### config.mk
export PLATFORM = sky130hd
export DESIGN_NAME = alu_exec
export DESIGN_NICKNAME = d
export VERILOG_FILES = /design/src/rtl/alu_pkg.sv /design/src/rtl/alu_shift_seq.sv /design/src/rtl/alu_exec.sv
export SDC_FILE = /design/constraint.sdc
export NUM_CORES = 1
export LEC_CHECK = 0
export ABC_AREA = 1
export CELL_PAD_IN_SITES_DETAIL_PLACEMENT = 1
export CELL_PAD_IN_SITES_GLOBAL_PLACEMENT = 1
export CORE_MARGIN = 5
export CORE_UTILIZATION = 36
export DETAILED_ROUTE_END_ITERATION = 8
export HOLD_SLACK_MARGIN = 0.03
export MAX_ROUTING_LAYER = met4
export PLACE_DENSITY_LB_ADDON = 0.1
export SYNTH_ARGS = -nofsm -noshare
export SYNTH_HDL_FRONTEND = slang
export SYNTH_SLANG_ARGS = --single-unit
### constraint.sdc
create_clock -name clk -period 2.83 [get_ports clk]
set_input_delay 0.849 -clock clk [delete_from_list [all_inputs] [get_ports clk]]
set_output_delay 0.849 -clock clk [all_outputs]
set_load 0.005 [all_outputs]
### src/rtl/alu_pkg.sv
// Shared ALU control codes and FSM state encoding for alu_exec and the ALU control unit.
package alu_pkg;

  localparam int unsigned CTRL_W  = 4;
  localparam int unsigned STATE_W = 2;
  localparam int unsigned SHAMT_W = 5;

  localparam logic [CTRL_W-1:0] ADD  = 4'b0000;
  localparam logic [CTRL_W-1:0] LW   = 4'b0010;
  localparam logic [CTRL_W-1:0] SW   = 4'b0011;
  localparam logic [CTRL_W-1:0] SLL  = 4'b0100;
  localparam logic [CTRL_W-1:0] AND  = 4'b0101;
  localparam logic [CTRL_W-1:0] ANDI = 4'b0110;
  localparam logic [CTRL_W-1:0] NOR  = 4'b0111;
  localparam logic [CTRL_W-1:0] BEQ  = 4'b1000;
  localparam logic [CTRL_W-1:0] JAL  = 4'b1001;
  localparam logic [CTRL_W-1:0] JR   = 4'b1010;
  localparam logic [CTRL_W-1:0] SLT  = 4'b1011;

  localparam logic [STATE_W-1:0] IDLE  = 2'd0;
  localparam logic [STATE_W-1:0] SHIFT = 2'd1;
  localparam logic [STATE_W-1:0] HOLD  = 2'd2;

  // 0001 and 1100..1111 are unassigned codes
  function automatic logic ctrl_legal(input logic [CTRL_W-1:0] c);
    return !((c == 4'b0001) || (c >= 4'b1100));
  endfunction

endpackage

### src/rtl/alu_shift_seq.sv
// Iterative left shifter: load operand and count, shift one bit per cycle until the count hits 0.
module alu_shift_seq
  import alu_pkg::*;
#(
  parameter int unsigned WIDTH = 32
) (
  input  logic               clk,
  input  logic               rst,
  input  logic               load,
  input  logic [WIDTH-1:0]   value,
  input  logic [SHAMT_W-1:0] amount,
  output logic               done_c,
  output logic [WIDTH-1:0]   shifted_c
);

  logic [WIDTH-1:0]   data_q;
  logic [SHAMT_W-1:0] count_q;

  always_ff @(posedge clk) begin
    if (rst) begin
      data_q  <= '0;
      count_q <= '0;
    end else if (load) begin
      data_q  <= value;
      count_q <= amount;
    end else if (count_q != '0) begin
      data_q  <= data_q << 1;
      count_q <= count_q - SHAMT_W'(1);
    end
  end

  // Final step: the shift performed on the edge where the count reaches 0
  assign done_c    = (count_q == SHAMT_W'(1));
  assign shifted_c = data_q << 1;

endmodule

### src/rtl/alu_exec.sv
// ALU execute stage with valid/ready handshake on input and output.
// Define ALU_FAST_SHIFT_EN for a single-cycle barrel sll; otherwise sll shifts one bit per cycle.
module alu_exec
  import alu_pkg::*;
#(
  parameter int unsigned WIDTH = 32
) (
  input  logic               clk,
  input  logic               rst,
  input  logic               in_valid,
  output logic               in_ready,
  input  logic [CTRL_W-1:0]  alu_ctrl,
  input  logic [WIDTH-1:0]   op_a,
  input  logic [WIDTH-1:0]   op_b,
  input  logic [SHAMT_W-1:0] shamt,
  output logic               out_valid,
  input  logic               out_ready,
  output logic [WIDTH-1:0]   result,
  output logic               zero,
  output logic               illegal
);

  logic [STATE_W-1:0] state_q, state_d;
  logic               ready_q, valid_q;
  logic [WIDTH-1:0]   result_q, result_d;
  logic               zero_q, zero_d;
  logic               illegal_q, illegal_d;

  logic [WIDTH-1:0]   res_c;
  logic               illegal_c;
  logic               iter_c;
  logic               done_c;
  logic [WIDTH-1:0]   shifted_c;

  // Single-cycle operation result from the offered operands
  always_comb begin
    res_c = '0;
    case (alu_ctrl)
      ADD, LW, SW: res_c = op_a + op_b;
`ifdef ALU_FAST_SHIFT_EN
      SLL:         res_c = op_b << shamt;
`else
      SLL:         res_c = op_b;
`endif
      AND, ANDI:   res_c = op_a & op_b;
      NOR:         res_c = ~(op_a | op_b);
      BEQ:         res_c = op_a - op_b;
      JAL:         res_c = op_a + WIDTH'(4);
      JR:          res_c = op_a;
      SLT:         res_c = WIDTH'($signed(op_a) < $signed(op_b));
      default:     res_c = '0;
    endcase
  end

  assign illegal_c = !ctrl_legal(alu_ctrl);

`ifdef ALU_FAST_SHIFT_EN
  assign iter_c    = 1'b0;
  assign done_c    = 1'b0;
  assign shifted_c = '0;
`else
  logic load_c;

  assign iter_c = (alu_ctrl == SLL) && (shamt != '0);
  assign load_c = ready_q && in_valid && iter_c;

  alu_shift_seq #(.WIDTH(WIDTH)) u_shift (
    .clk       (clk),
    .rst       (rst),
    .load      (load_c),
    .value     (op_b),
    .amount    (shamt),
    .done_c    (done_c),
    .shifted_c (shifted_c)
  );
`endif

  // Next state and next output registers
  always_comb begin
    state_d   = state_q;
    result_d  = result_q;
    zero_d    = zero_q;
    illegal_d = illegal_q;
    case (state_q)
      IDLE: begin
        if (in_valid) begin
          if (iter_c) begin
            state_d = SHIFT;
          end else begin
            state_d   = HOLD;
            result_d  = res_c;
            illegal_d = illegal_c;
            zero_d    = !illegal_c && (res_c == '0);
          end
        end
      end
      SHIFT: begin
        if (done_c) begin
          state_d   = HOLD;
          result_d  = shifted_c;
          illegal_d = 1'b0;
          zero_d    = (shifted_c == '0);
        end
      end
      HOLD: begin
        if (out_ready) state_d = IDLE;
      end
      default: state_d = IDLE;
    endcase
  end

  always_ff @(posedge clk) begin
    if (rst) begin
      state_q   <= IDLE;
      ready_q   <= 1'b1;
      valid_q   <= 1'b0;
      result_q  <= '0;
      zero_q    <= 1'b0;
      illegal_q <= 1'b0;
    end else begin
      state_q   <= state_d;
      ready_q   <= (state_d == IDLE);
      valid_q   <= (state_d == HOLD);
      result_q  <= result_d;
      zero_q    <= zero_d;
      illegal_q <= illegal_d;
    end
  end

  assign in_ready  = ready_q;
  assign out_valid = valid_q;
  assign result    = result_q;
  assign zero      = zero_q;
  assign illegal   = illegal_q;

endmodule

==> run_results.csv, run 1 <==
group,metric,value,unit
clock_tree,htree_levels,3,
floorplanning,die_y,187,um
synth,synthTopCellsByCount,"665 x nand2_1, 300 x inv_1, 224 x nor2_1",
synth,synth-seq-area-share,13.2,%
global_routing,overflow,126,
placed_design,gp_congestion,1.04,
placed_design,dp_slack,-1.23,ns
synth,ys.flop_type,"dfxtp_1",
global_routing,grtUsageTotal,71.0,%
placed_design,place_area,16000,um^2
synth,synth_area_leaders,"nand2_1 22%, dfxtp_1 13%, ha_1 12%",
timing,worst_endpoint,"zero$_SDFFE_PP0P_/D",
global_routing,antenna_found_initial,12,
outcome,outcome,"did not finish",
timing,worst_endpoint_kind,"register input",
synth,ys_async_sr_fraction,0,%
outcome,firstError,"[ERROR GRT-0232] Routing congestion too high. Check the congestion heatmap in the GUI.",
synth,ys_seq_elements,74,
synth,syn-num-nets,2279,
synth,netlist_area,11300,um^2
floorplanning,start_util,36.6,%
synth,synth_top_area_cell,"nand2_1",
floorplanning,rows,64,
synth,synth_top_area_share,22.2,%
synth,synth_cells,2089,
clock_tree,root_buffer,"clkbuf_16",
clock_tree,cts_num_sinks,74,
synth,syn_avg_cell_area,5.39,um^2
floorplanning,die_x,187,um
clock_tree,cts_buffers,9,
placed_design,numPortBuffers,112,
synth,yosys_warnings,0,
clock_tree,clockBufferDepth,2,
synth,synth_cell_types,48,
floorplanning,io_pins,113,
synth,synth_edf_count,0,
synth,yosys.cell_count.top_type,"nand2_1",
outcome,stop_stage,"5_1_grt",
placed_design,hpwl,53700,um
global_routing,grt_max_degree,31,
==> timing repair <==
| action | CTS |
|---|---|
| endpoints found under the hold margin | 0 |
| endpoints found under the setup margin | 65 |
| resized for setup | 697 |
| gates cloned | 1 |
| pin swaps | 127 |
| hold buffers | 0 |
| setup buffers | 26 |
==> routing by layer <==
layer	global-route usage, %	overflow
met1	67.0	0
met2	90.3	75
met3	49.5	3
met5	-	-
met4	74.3	48
==> logic make-up after synthesis <==
logic type               after synthesis  synth area share (%)
AND/OR/NAND/NOR                     1192                  44.5
AO/OA/AOI/OAI                        321                  15.8
XOR/XNOR                               1                0.0778
buffers and inverters                388                  13.7
adder cells (fa/ha/maj)              113                  12.7
flip-flops                            74                  13.2
==> per-stage QoR <==
step                hold slack [ns]  TNS (ns)  cells
detailed placement            0.458    -41.89   2974
global placement              0.453    -36.39   2974
CTS                           0.466         0   3017
floorplan                     0.456         0   2089
==> run 2, diff against run 1 <==
- CELL_PAD_IN_SITES_DETAIL_PLACEMENT: 1 -> not set
- CELL_PAD_IN_SITES_GLOBAL_PLACEMENT: 1 -> not set
- CORE_UTILIZATION: 36 -> 40
- HOLD_SLACK_MARGIN: 0.03 -> not set
- MAX_ROUTING_LAYER: met4 -> not set
- PLACE_DENSITY_LB_ADDON: 0.1 -> 0.15
- clock period: 2.83 -> 3.7 ns (I/O delays scaled with it)
==> run 2 against run 1 <==
  * Synthesized cell count stayed put
  * The run now ends clean
  * Synthesized area unchanged
==> run_results.csv, run 2 <==
group,metric,value,unit
synth,synth_top_area_cell,"nand2_1",
critical_path,endpoint,"zero$_SDFFE_PP0P_",
critical_path,cp_max_fo,6,
placed_design,numPortBuffers,112,
timing,drv_slew,0,
clock_tree,cts_num_sinks,74,
placed_design,gp_congestion,1.02,
power_and_ir_drop,power.leakage,8.63,nW
outcome,outcome,"completed",
cells_and_area,syn_to_final_growth,48.0,%
cells_and_area,drive_gt1_share,22.7,%
cells_and_area,antenna_cells,0,
detailed_routing,drc,0,
detailed_routing,ant_nets,0,
detailed_routing,drt-initial-drc-count,1486,
critical_path,path_class,"in2reg",
critical_path,worstSetupStartpointType,"input pin",
timing,finalHoldViolations,0,
timing,rsz0062_at_grt,"yes",
synth,synth_area_leaders,"nand2_1 22%, dfxtp_1 13%, ha_1 12%",
critical_path,critPathLaunch,"op_a[14]",
synth,synth_edf_count,0,
synth,synth_cell_types,48,
floorplanning,dieArea,31600,um^2
detailed_routing,vias_per_cell,5.26,
timing,setup_violations,0,
run,drv_cap,0,
global_routing,grt_pass1_vias,14900,
critical_path,r2r_cells,11,
timing,finalSetupTns,0,ns
power_and_ir_drop,power.total,0.00464,W
clock_tree,clockBufferDepth,2,
placed_design,dp_cells,2924,
power_and_ir_drop,ir_drop,0.000336,V
critical_path,r2r_slack,1.44,ns
global_routing,grt_pass1_wl,82400,um
critical_path,critPathCaptureType,"flop",
clock_tree,cts_tree,"built",
cells_and_area,n_fill_cell,2919,
clock_tree,clock_latency,0.35,ns
critical_path,r2r_end,"zero$_SDFFE_PP0P_",
detailed_routing,dr.pass1.iters,6,
critical_path,r2r-start,"state_q[1]$_SDFF_PP0_",
power_and_ir_drop,p_per_area,279,nW/um^2
clock_tree,clk_pin_slew,0.07,ns
detailed_routing,wl_per_cell,18.9,um
floorplanning,rows,61,
global_routing,overflow,0,
cells_and_area,layout_common_cells,"648 x nand2_1, 416 x buf_4, 300 x inv_1",
min_path,hold_path_class,"reg2reg",
timing,fmax,0.276,GHz
synth,syn_avg_cell_area,5.39,um^2
synth,ys_seq_elements,74,
global_routing,antenna_found_initial,0,
critical_path,cp.arrival,3.90,ns
synth,synth_cells,2089,
timing,worstMarginPinSlew,0.642,ns
floorplanning,die_y,178,um
cells_and_area,nets,2753,
timing,fin_crit_sh,97.9,%
timing,period_needed,3.62,ns
global_routing,grtUsageTotal,34.0,%
synth,synth_top_area_share,22.2,%
timing,skew,0.0135,ns
detailed_routing,vias,15500,
floorplanning,die_x,178,um
critical_path,cp.required,3.98,ns
synth,synth-seq-area-share,13.2,%
placed_design,hpwl,46300,um
synth,netlist_area,11300,um^2
clock_tree,root_buffer,"clkbuf_16",
detailed_routing,wl,55500,um
global_routing,grt_max_degree,62,
synth,yosys.cell_count.top_type,"nand2_1",
timing,hold_ws,0.465,ns
floorplanning,core,27800,um^2
cells_and_area,layout_commonest_cell,"nand2_1",
floorplanning,start_util,40.5,%
clock_tree,postCtsHoldBufs,0,
synth,ys.flop_type,"dfxtp_1",
clock_tree,htree_levels,3,
clock_tree,cts_buffers,9,
synth,synthTopCellsByCount,"665 x nand2_1, 300 x inv_1, 224 x nor2_1",
floorplanning,io_pins,113,
synth,ys_async_sr_fraction,0,%
cells_and_area,largest_reg_flops,32,
cells_and_area,fin_cells,2946,
synth,syn-num-nets,2279,
timing,max_slew_margin,57.0,%
synth,yosys_warnings,0,
## run 2: cell counts after synthesis
Identical to the previous run, type by type.
## run 2: per-stage QoR
stage	util (%)	setup WS, ns	instance area, um^2
global placement	56.8	-0.556	15800
global route	59.9	-0.0583	16700
CTS	58.4	0.000397	16200
finish	59.9	0.0781	16700
detailed placement	56.8	-0.552	15800
floorplan	-	0.645	11300
## run 2: routing by layer
layer,up-vias,global-route usage [%],part of all wire [%]
met5,-,0,0
met4,0,19.8,6.8
met3,156,4.03,6.2
met2,631,58.7,47
met1,7081,40.7,40
li1,7626,-,-
## run 2: critical path, stage by stage
cell,delay (ns)
clkdlybuf4s50_1,0.53
inv_1,0.11
ha_4,0.29
nand2_1,0.06
nand2_1,0.15
nand2_1,0.11
nand2_1,0.16
a21oi_2,0.24
buf_4,0.15
nand3_1,0.07
nand3_1,0.08
nand2_1,0.05
nor2_1,0.26
nand2_1,0.10
nor2_1,0.09
nand3_1,0.07
nor2_1,0.08
nand2_1,0.07
a21oi_2,0.10
## run 2: cell families after synthesis
| logic type | Yosys count | share of synthesized area [%] |
|---|---|---|
| adder cells (fa/ha/maj) | 113 | 12.7 |
| buffers and inverters | 388 | 13.7 |
| AO/OA/AOI/OAI | 321 | 15.8 |
| AND/OR/NAND/NOR | 1192 | 44.5 |
| flip-flops | 74 | 13.2 |
| XOR/XNOR | 1 | 0.0778 |
## run 2: worst min-delay path by stage
stage,cells past startpoint,start,endpoint
after floorplan,2,illegal$_SDFFE_PP0P_,illegal$_SDFFE_PP0P_
after global placement,2,result[20]$_SDFFE_PP0P_,result[20]$_SDFFE_PP0P_
after detailed placement,2,result[29]$_SDFFE_PP0P_,result[29]$_SDFFE_PP0P_
after CTS,2,result[24]$_SDFFE_PP0P_,result[24]$_SDFFE_PP0P_
after global routing,2,result[20]$_SDFFE_PP0P_,result[20]$_SDFFE_PP0P_
final,2,result[24]$_SDFFE_PP0P_,result[24]$_SDFFE_PP0P_
## run 2: area by class of cell
cell class,count,area [um^2],share of cell area (%)
clock inverter,7,85.1,0.511
tap,378,473,2.84
inverter,313,1180,7.07
clock buffer,9,225,1.35
multi-input combinational,1627,8760,52.6
timing repair buffer,538,4460,26.8
sequential,74,1480,8.89
## run 2: where the power goes
group	switching, W	leakage (nW)	internal (W)	total [W]
clock network	0.000410	0.146	0.000536	0.000946
registers	0.000139	0.609	0.000957	0.00110
logic	0.00149	7.88	0.00111	0.00260
total	0.00204	8.63	0.00261	0.00464
## run 2: what timing repair did
item / CTS / global route
resized for setup: 29 / 99
setup buffers: 2 / 4
setup endpoints to repair: 8 / 30
cloned: 0 / 0
pin swaps: 5 / 13
(Power assumes the default switching activity.)
